**config.mk**
```make
export PLATFORM = sky130hd
export DESIGN_NAME = rr_request_source
export DESIGN_NICKNAME = d
export VERILOG_FILES = /design/src/rtl/rr_request_source.sv
export SDC_FILE = /design/constraint.sdc
export NUM_CORES = 1
export LEC_CHECK = 0
export BUFFER_PORTS_ARGS = -buffer_cell sky130_fd_sc_hd__buf_2
export CORE_ASPECT_RATIO = 1.2
export CORE_MARGIN = 5
export CORE_UTILIZATION = 45
export CTS_BUF_LIST = sky130_fd_sc_hd__clkbuf_2
export DETAILED_ROUTE_END_ITERATION = 7
export HOLD_SLACK_MARGIN = 0.03
export SLEW_MARGIN = 0
export SYNTH_ARGS = -nofsm -noshare
export SYNTH_HDL_FRONTEND = slang
export SYNTH_SLANG_ARGS = --single-unit
export TNS_END_PERCENT = 5
```
**constraint.sdc**
```tcl
create_clock -name clk -period 7.89 [get_ports clk]
set_clock_uncertainty 0.2 [all_clocks]
set_input_delay 1.1835 -clock clk [delete_from_list [all_inputs] [get_ports clk]]
set_output_delay 1.1835 -clock clk [all_outputs]
set_load 0.1 [all_outputs]
```
**src/rtl/rr_request_source.sv**
```systemverilog
// Requester-side front end for the weighted round-robin arbiter: one pending burst per
// channel, request/weight toward the grant engine, one beat per granted cycle.
// Optional starvation monitor: define RR_STARVE_MON_EN.
module rr_request_source #(
    parameter int CHANNELS     = 8,
    parameter int WIDTH        = 32,
    parameter int STARVE_LIMIT = 64,
    localparam int CW          = (CHANNELS > 1) ? $clog2(CHANNELS) : 1
) (
    input  logic                clk,
    input  logic                reset,
    input  logic                load_valid,
    output logic                load_ready,
    input  logic [CW-1:0]       load_chan,
    input  logic [WIDTH-1:0]    load_len,
    output logic [CHANNELS-1:0] request,
    input  logic [CHANNELS-1:0] grant,
    output logic [WIDTH-1:0]    weight,
    output logic                beat_valid,
    output logic [CW-1:0]       beat_chan,
    output logic                beat_last,
    output logic                grant_err,
    output logic [CHANNELS-1:0] starve_flag
);

    function automatic logic [CW-1:0] lowest_set(input logic [CHANNELS-1:0] v);
        lowest_set = '0;
        for (int i = CHANNELS - 1; i >= 0; i--)
            if (v[i]) lowest_set = CW'(i);
    endfunction

    logic [WIDTH-1:0] rem [CHANNELS];
    logic [CW-1:0]    g;
    logic             grant_any;
    logic             multi_hot;
    logic             load_fire;
    logic             beat_fire;

    always_comb begin
        for (int i = 0; i < CHANNELS; i++)
            request[i] = (rem[i] != '0);
    end

    assign g          = lowest_set(grant);
    assign grant_any  = (grant != '0);
    assign multi_hot  = ((grant & (grant - 1'b1)) != '0);
    assign load_ready = (rem[load_chan] == '0);
    assign load_fire  = load_valid && load_ready;
    // A grant to an idle channel is stale and produces neither a beat nor an error.
    assign beat_fire  = grant_any && (rem[g] != '0);
    assign weight     = grant_any ? rem[g] : '0;

    // Load and beat can never target the same channel: load needs rem==0, beat rem!=0.
    always_ff @(posedge clk or posedge reset) begin
        if (reset) begin
            for (int i = 0; i < CHANNELS; i++)
                rem[i] <= '0;
            beat_valid <= 1'b0;
            beat_chan  <= '0;
            beat_last  <= 1'b0;
            grant_err  <= 1'b0;
        end else begin
            if (load_fire)
                rem[load_chan] <= load_len;
            if (beat_fire)
                rem[g] <= rem[g] - 1'b1;
            beat_valid <= beat_fire;
            if (beat_fire)
                beat_chan <= g;
            beat_last  <= beat_fire && (rem[g] == WIDTH'(1));
            grant_err  <= multi_hot;
        end
    end

`ifdef RR_STARVE_MON_EN
    localparam int SW = $clog2(STARVE_LIMIT + 1);

    function automatic logic [SW-1:0] sat_inc(input logic [SW-1:0] c);
        sat_inc = (c == SW'(STARVE_LIMIT)) ? c : c + 1'b1;
    endfunction

    logic [SW-1:0] wait_cnt [CHANNELS];

    always_ff @(posedge clk or posedge reset) begin
        if (reset) begin
            for (int i = 0; i < CHANNELS; i++)
                wait_cnt[i] <= '0;
        end else begin
            for (int i = 0; i < CHANNELS; i++)
                if (rem[i] == '0 || grant[i])
                    wait_cnt[i] <= '0;
                else
                    wait_cnt[i] <= sat_inc(wait_cnt[i]);
        end
    end

    always_comb begin
        for (int i = 0; i < CHANNELS; i++)
            starve_flag[i] = (wait_cnt[i] == SW'(STARVE_LIMIT));
    end
`else
    // Monitor compiled out; the limit has no effect and the flags stay low.
    assign starve_flag = (STARVE_LIMIT < 0) ? '1 : '0;
`endif

endmodule

```
==> results.yml, run 1 <==
global_routing:
  grtUsageTotal_pct: 33.4
  grt_pass1_wl_um: 94600
  first_global_vias: 14742
  grt_max_degree: 76
  overflow: 0
  antenna_found_initial: 4
worst_setup_path:
  regToRegSetupSlack_ns: 3.53
  critPathBufInv: 3
  worst_path_most_repeated_cell: "buf_2"
  cp_max_fo: 17
  crit_path_end: "weight[30]"
  crit_start: "grant[0]"
  r2r_start: "rem[228]"
  crit_path_cell_trace: "buf_2, nor4_1, and3_1, buf_4, a222oi_1, a21oi_1, a221o_1, and2_1, buf_2"
  cpPeakStageDelay_ns: 0.92
  critPathTopFamily: "simple AND/OR/NAND/NOR gates"
  path_depth: 9
  worstSetupPathType: "in -> out"
  r2r_end: "rem[51]"
  rr_worst_depth: 9
  crit_arrival_ns: 4.54
  cp-start-kind: "input pin"
  crit_slowest_cell: "and3_1"
  worstSetupEndpointType: "output pin"
  worstPathRequired_ns: 6.51
sta:
  fin_crit_ns: 5.92
  setup_tns_ns: 0
  setup_viol: 0
  finalHoldViolations: 0
  fmax_mhz: 169
  finalMaxSlewViolations: 0
  relSlewSlack_pct: 26.1
  finalCritPeriodShare_pct: 75.1
  rsz0062_at_grt: "false"
  tightest_slew_ns: 1.11
  setup_ws_ns: 1.97
floorplan:
  io_pins: 101
  num_rows: 74
  die_x_um: 178
  start_util_pct: 45.2
  core-area_um2: 33800
  die-area_um2: 37800
  dieHeight_um: 212
pwr:
  swShare_pct: 47.4
  power_frac_clock_pct: 18.7
  p_leak_nw: 7.78
  combinationalPowerShare_pct: 39.4
  pwr_density_cell_nw_per_um2: 323
  ir_drop_mv: 0.206
  p_int_w: 0.00284
  p_sw_w: 0.00257
  seq_power_share_pct: 41.9
synthesis:
  synth_compound_area_share_pct: 22.0
  synth_edf_count: 0
  syn_area_per_cell_um2: 9.06
  netlist_area_um2: 15300
  synth_top_family_by_area: "compound AO/OA/AOI/OAI gates"
  synth_adder_area_share_pct: 0.311
  synth.distinct_cells: 80
  synth_xor_area_share_pct: 1.87
  ys_ff_latch: 262
  synth_simple_gate_area_share_pct: 15.4
  yosysSeqAreaShare_pct: 42.9
  synth_top_flop_cell: "dfrtp_1"
  ys_warn_count: 0
  synth_mux_area_share_pct: 11.8
  synth_cells: 1687
  async_flop_share_pct: 100
clock_tree:
  htreeDepth: 3
  clk_pin_slew_worst_paths_ns: 0.11
  post_cts_buffers: 0
  clock_path_buffers: 3
  cts_tree: "built"
  hold_buffers: 0
  cts_sinks: 262
  cts_root_buf: "clkbuf_2"
  cts_buffers: 71
  clkLatencyLatePin_ns: 0.92
  post_cts_resize_count: 0
drt:
  avgViaCountPerCell: 6.59
  routedWlPerCell_um: 28.1
  drt_iter0_markers: 1959
  wirelength_um: 63300
  detail-route-antenna-nets: 0
  drc: 0
  vias: 14842
  drt_pass1_iterations: 6
final_layout:
  fin_nets: 1798
  final_layout_size_suffix_gt1_share_pct: 18.7
  design_area_um2: 16700
  syn2layout_area_growth_pct: 9.43
placement:
  place.gp.congestion: 1.07
  numPortBuffers: 92
  dp_slack_ns: 1.40
  detailed_place_hpwl_um: 42200
  place_area_um2: 16100
status:
  outcome: "finished clean"
job:
  cap_violations: 0
hold_path:
  hp-class: "in -> async"
==> power by group through the flow <==
stage          registers (W)  logic (W)  clock network, W
2_1_floorplan        0.00206    0.00157                 0
3_3_place_gp         0.00225    0.00207                 0
3_5_place_dp         0.00225    0.00210                 0
4_1_cts              0.00223    0.00211           0.00104
5_1_grt              0.00229    0.00228           0.00110
6_report             0.00226    0.00213           0.00101
==> through the flow <==
stage / instances / total power (W) / utilization [%] / hold WS (ns)
detailed placement: 2132 / 0.00436 / 47.6 / 0.271
floorplan: 1694 / 0.00363 / - / 0.324
global placement: 2132 / 0.00432 / 47.6 / 0.264
finish: 2253 / 0.00541 / 49.5 / 0.0762
global route: 2253 / 0.00568 / 49.5 / 0.0843
CTS: 2251 / 0.00537 / 49.5 / 0.0380
==> flip-flops by register name, summed over array words and instances (netlist names) <==
register,cells
beat_valid,1
grant_err,1
beat_chan,3
beat_last,1
rem,256
==> worst min path at each step <==
stage / start / endpoint / slack, ns / cells past startpoint
6_report: reset / rem[68] / 0.08 / 2
5_1_grt: reset / rem[112] / 0.08 / 2
4_1_cts: reset / rem[112] / 0.04 / 2
3_5_place_dp: beat_chan[2] / beat_chan[2] / 0.27 / 2
3_3_place_gp: beat_chan[2] / beat_chan[2] / 0.26 / 2
2_1_floorplan: rem[154] / rem[154] / 0.32 / 2
==> worst register-to-register path: stages (launching register included) <==
cell and delay (ns):
dfrtp_1 0.43, a32o_1 0.25, nor4_2 0.68, nand4_1 0.39, nor4_4 0.32, buf_4 0.27
nand4_1 0.45, nand3_2 0.44, buf_4 0.53, mux2i_1 0.28
==> Yosys cell counts, drive strengths merged, types with 4 or more instances <==
cell / count / share of area (%)
a221oi: 5 / 0.33
o21ai: 61 / 2.0
inv: 12 / 0.29
mux2: 17 / 1.3
nand4: 34 / 1.4
a22oi: 5 / 0.25
and2: 6 / 0.25
mux2i: 156 / 10
a32o: 6 / 0.39
dfrtp: 262 / 43
nor4: 78 / 3.5
and3: 12 / 0.49
nand2: 52 / 1.4
a222oi: 4 / 0.26
nand3: 66 / 2.2
o221ai: 7 / 0.40
xnor2: 13 / 0.84
or2: 12 / 0.49
nor3: 14 / 0.59
buf: 110 / 4.1
a21oi: 435 / 14
a211oi: 5 / 0.25
a2111oi: 16 / 1.9
a32oi: 4 / 0.23
xor2: 17 / 1.0
nor2: 169 / 4.3
clkbuf: 55 / 1.4
o2111ai: 7 / 0.40
o22ai: 4 / 0.16
==> metal layers <==
layer  track usage [%]  share of wire, %  vias to the layer above
li1                  -                 -                     6362
met1              43.6                38                     7210
met2              51.3                45                      998
met3              6.48               9.6                      272
met4              20.6               7.3                        0
met5                 0                 0                        -
==> cells in the final DEF (no fill, tap or decap), drive strengths merged, types with 13 or more instances in the layout <==
master   instances
nand3           66
xnor2           13
nor3            14
nand2           52
nand4           34
dfrtp          262
a2111oi         16
mux2            17
a21oi          435
mux2i          156
buf            147
inv             13
xor2            17
o21ai           61
clkbuf         104
nor2           169
nor4            78
==> cells by family (layout without fill, tap and decap cells) <==
logic type / Yosys count / count (layout)
AOI/OAI and AO/OA: 579 / 579
xor gates and xnor gates: 30 / 30
buffers and inverters: 177 / 278
and+or+nand+nor: 459 / 459
DFF: 262 / 262
other: 1 / 10
adders and majority gates: 4 / 4
muxes: 175 / 175
==> area by class of cell <==
class | count | area, um^2
antenna | 2 | 5.00
clock buffer | 104 | 520
clock inverter | 15 | 109
fill | 3298 | 17100
inverter | 12 | 48.8
multi-input combinational | 1255 | 7980
sequential | 262 | 6560
tap | 456 | 571
timing repair buffer | 147 | 948
Power figures use the tool's default switching activity.
==> run 2: changes to the inputs <==
clock period = 5.91 ns   (was 7.89 ns; I/O delays follow)
==> results.yml, run 2 (synthesized netlist as in run 1, its figures left out) <==
hold_path:
  hold_start: "load_len[31]"
  hp-class: "in -> reg"
  holdPathEnd: "rem[255]"
  min_path_cells: 3
floorplan:
  num_rows: 74
  start_util_pct: 45.2
  io_pins: 101
  dieHeight_um: 212
  die_x_um: 178
  core-area_um2: 33800
  die-area_um2: 37800
drt:
  drt_pass1_iterations: 6
  detail-route-antenna-nets: 0
  vias: 15066
  drt_iter0_markers: 1915
  wirelength_um: 64500
  avgViaCountPerCell: 6.59
  routedWlPerCell_um: 28.2
  drc: 0
clock_tree:
  clock_path_buffers: 3
  cts_tree: "built"
  cts_sinks: 262
  cts_buffers: 73
  clk_pin_slew_worst_paths_ns: 0.12
  hold_buffers: 1
  cts_root_buf: "clkbuf_2"
  clkLatencyLatePin_ns: 0.94
  htreeDepth: 3
  post_cts_resize_count: 0
  post_cts_buffers: 0
placement:
  place.gp.congestion: 1.03
  placed_cells: 2163
  dp_slack_ns: 0.427
  numPortBuffers: 92
  detailed_place_hpwl_um: 43700
final_layout:
  largest_reg_flops: 256
  regMostFlops: "rem"
  final_layout_size_suffix_gt1_share_pct: 20.0
  multi_input_area_um2: 7970
  instances_no_fill: 2285
  final_cell_mix: "434 x a21oi_1, 262 x dfrtp_1, 164 x nor2_1"
  syn2layout_area_growth_pct: 11.3
  seq_area_um2: 6560
  fillers: 3276
  final_common_cell: "a21oi_1"
  top_regs: "rem (256), beat_chan (3)"
  fin_nets: 1832
global_routing:
  grt_pass1_wl_um: 95800
  antenna_found_initial: 2
  grtUsageTotal_pct: 33.8
  overflow: 0
  first_global_vias: 14914
  grt_max_degree: 161
worst_setup_path:
  rr_worst_depth: 10
  cp-start-kind: "register"
  r2r_end: "rem[68]"
  cpPeakStageDelay_ns: 0.67
  crit_slowest_cell: "nor4_1"
  critPathTopFamily: "simple AND/OR/NAND/NOR gates"
  critPathBufInv: 1
  cp_max_fo: 3
  crit_arrival_ns: 4.03
  crit_path_cell_trace: "nor4_1, nand4_1, or2_2, mux4_2, mux2i_1, buf_2"
  worstPathRequired_ns: 4.82
  worstSetupEndpointType: "output pin"
  r2r_start: "rem[112]"
  worstSetupPathType: "reg -> out"
  regToRegSetupSlack_ns: 1.41
sta:
  setup_viol: 0
  fmax_mhz: 196
  setup_ws_ns: 0.795
  rsz0062_at_grt: "false"
  finalMaxSlewViolations: 0
  finalHoldViolations: 0
  fin_crit_ns: 5.11
  setup_tns_ns: 0
  whs_ns: 0.147
  finalCritPeriodShare_pct: 86.5
  relSlewSlack_pct: 28.5
  tightest_slew_ns: 1.07
pwr:
  p_leak_nw: 7.95
  ir_drop_mv: 0.293
  pwr_density_cell_nw_per_um2: 430
job:
  cap_violations: 0
status:
  outcome: "finished clean"
## run 2: area by class of cell
| type | instances | area share [%] |
|---|---|---|
| Timing Repair Buffer | 179 | 7.14 |
| Multi-Input combinational cell | 1255 | 46.8 |
| Sequential cell | 262 | 38.5 |
| Antenna cell | 2 | 0.0294 |
| Clock inverter | 21 | 0.956 |
| Inverter | 12 | 0.287 |
| Clock buffer | 98 | 2.88 |
| Tap cell | 456 | 3.35 |
## run 2: worst min-delay path: cells and delay by family
| family | cells | cell delay [ns] |
|---|---|---|
| muxes | 1 | 0.08 |
| AOI/OAI and AO/OA | 1 | 0.14 |
| buffers and inverters | 1 | 0.15 |
## run 2: power breakdown
part,internal (W),switching (W)
clock network,0.000576,0.000811
registers,0.00238,0.000675
logic,0.000921,0.00196
## run 2: worst max-delay path by stage
stage / from / endpoint / slack [ns] / cells past startpoint
6_report: rem[112] / load_ready / 0.80 / 6
5_1_grt: rem[112] / load_ready / 0.84 / 6
4_1_cts: rem[146] / load_ready / 0.94 / 6
3_5_place_dp: grant[0] / rem[215] / 0.43 / 14
3_3_place_gp: grant[1] / rem[200] / 0.48 / 14
2_1_floorplan: rem[25] / rem[100] / 0.76 / 10
## run 2: layer usage
layer | vias to the layer above | global-route usage, % | routed length (um)
met4 | 0 | 20.5 | 4490
met5 | - | 0 | 0
met3 | 283 | 7.61 | 6510
li1 | 6435 | - | -
met1 | 7300 | 43.6 | 24300
met2 | 1048 | 52.0 | 29200
## run 2: metrics by stage
step	util [%]	cell area, um^2	power (W)
3_3_place_gp	48.4	16400	0.00583
2_1_floorplan	-	15300	0.00485
6_report	50.4	17000	0.00732
4_1_cts	50.4	17000	0.00728
3_5_place_dp	48.4	16400	0.00589
5_1_grt	50.4	17000	0.00768
==> run 3: changes to the inputs <==
CELL_PAD_IN_SITES_DETAIL_PLACEMENT = 0   (was unset)
CELL_PAD_IN_SITES_GLOBAL_PLACEMENT = 2   (was unset)
CORE_UTILIZATION = 40   (was 45)
PLACE_DENSITY_LB_ADDON = 0.1   (was unset)
SETUP_SLACK_MARGIN = 0.02   (was unset)
==> results.yml, run 3 (synthesized netlist as in run 1, its figures left out) <==
floorplan:
  num_rows: 78
  die_x_um: 188
  dieHeight_um: 224
  io_pins: 101
  die-area_um2: 42300
  core-area_um2: 37800
  start_util_pct: 40.5
pwr:
  ir_drop_mv: 0.295
  swShare_pct: 48.2
  p_sw_w: 0.00355
  p_leak_nw: 8.08
  combinationalPowerShare_pct: 40.2
  power_frac_clock_pct: 17.9
  seq_power_share_pct: 41.9
  p_int_w: 0.00381
  pwr_density_cell_nw_per_um2: 423
final_layout:
  fin_util_pct: 46.0
  syn2layout_area_growth_pct: 13.6
  regMostFlops: "rem"
  final_cell_mix: "434 x a21oi_1, 262 x dfrtp_1, 164 x nor2_1"
  final_layout_size_suffix_gt1_share_pct: 20.3
  final_common_cell: "a21oi_1"
  top_regs: "rem (256), beat_chan (3)"
  largest_reg_flops: 256
  fin_nets: 1864
placement:
  place.gp.congestion: 0.977
  numPortBuffers: 92
  detailed_place_hpwl_um: 47100
  dp_slack_ns: 0.287
worst_setup_path:
  worstPathRequired_ns: 4.82
  rr_worst_depth: 9
  crit_path_end: "weight[31]"
  crit_start: "grant[6]"
  regToRegSetupSlack_ns: 1.31
  cp_max_fo: 17
  cp-start-kind: "input pin"
  crit_arrival_ns: 4.35
  r2r_start: "rem[186]"
  r2r_end: "rem[157]"
  worstSetupEndpointType: "output pin"
  worstSetupPathType: "in -> out"
clock_tree:
  post_cts_buffers: 0
  cts_root_buf: "clkbuf_2"
  cts_sinks: 262
  clock_path_buffers: 3
  clk_pin_slew_worst_paths_ns: 0.08
  htreeDepth: 3
  cts_tree: "built"
  cts_buffers: 74
  clkLatencyLatePin_ns: 1.02
sta:
  setup_tns_ns: 0
  finalHoldViolations: 0
  finalCritPeriodShare_pct: 92.0
  fmax_mhz: 184
  tightest_slew_ns: 1.12
  finalMaxSlewViolations: 0
  whs_ns: 0.147
  relSlewSlack_pct: 25.3
  setup_ws_ns: 0.470
  rsz0062_at_grt: "false"
  fin_crit_ns: 5.44
  setup_viol: 0
drt:
  vias: 15108
  drc: 0
  avgViaCountPerCell: 6.45
  drt_pass1_iterations: 6
  wirelength_um: 71500
  routedWlPerCell_um: 30.5
  detail-route-antenna-nets: 0
  drt_iter0_markers: 1850
global_routing:
  grtUsageTotal_pct: 33.2
  first_global_vias: 14851
  grt_pass1_wl_um: 104000
  grt_max_degree: 173
  overflow: 0
  antenna_found_initial: 1
job:
  cap_violations: 0
hold_path:
  hp-class: "in -> reg"
status:
  outcome: "finished clean"
-- run 3: repair_timing --
action                    CTS  global route
hold buffers               31             0
hold endpoints to repair  224             0
resized for setup           0             0
-- run 3: worst min path at each step --
stage	startpoint	endpoint	slack (ns)	cells past startpoint
after CTS	load_len[27]	rem[251]	0.03	3
after detailed placement	beat_chan[0]	beat_chan[0]	0.27	2
final	load_len[29]	rem[29]	0.15	3
after global placement	beat_chan[0]	beat_chan[0]	0.26	2
after floorplan	rem[154]	rem[154]	0.32	2
after global routing	load_len[29]	rem[253]	0.09	3
-- run 3: power groups by stage --
| stage | sequential (W) | combinational, W | clock (W) |
|---|---|---|---|
| floorplan | 0.00275 | 0.00210 | 0 |
| global placement | 0.00308 | 0.00287 | 0 |
| detailed placement | 0.00307 | 0.00292 | 0 |
| CTS | 0.00304 | 0.00293 | 0.00136 |
| global route | 0.00311 | 0.00316 | 0.00145 |
| finish | 0.00308 | 0.00295 | 0.00132 |
-- run 3: metrics by stage --
step	instances	total power [W]	cell area, um^2
floorplan	1694	0.00485	15300
global placement	2188	0.00594	16500
detailed placement	2188	0.00598	16500
CTS	2341	0.00733	17400
global route	2343	0.00772	17400
finish	2343	0.00735	17400
-- run 3: layout make-up --
type / count / area (um^2)
fillers: 3809 / 20400
flip-flops and latches: 262 / 6560
well taps: 480 / 601
repair buffers: 210 / 1570
clock buffers: 111 / 556
inverters: 12 / 48.8
clock inverters: 11 / 43.8
multi-input cells: 1255 / 7980
diodes: 2 / 5.00
-- run 3: metal layers --
layer / vias to the layer above / track usage (%) / wire [um]
met1: 7526 / 43.5 / 29300
met5: - / 0 / 0
met2: 854 / 52.3 / 32400
met4: 0 / 18.5 / 4340
li1: 6496 / - / -
met3: 232 / 5.78 / 5410
-- run 3: critical path, cell delays in order --
cell and delay (ns):
dlygate4sd3_1 0.53, buf_2 0.16, or2_1 0.33, and3_1 0.48
buf_4 0.36, a222oi_1 0.32, nor2_1 0.07, a211oi_1 0.58
buf_4 0.28, nor2_1 0.05, buf_2 0.30
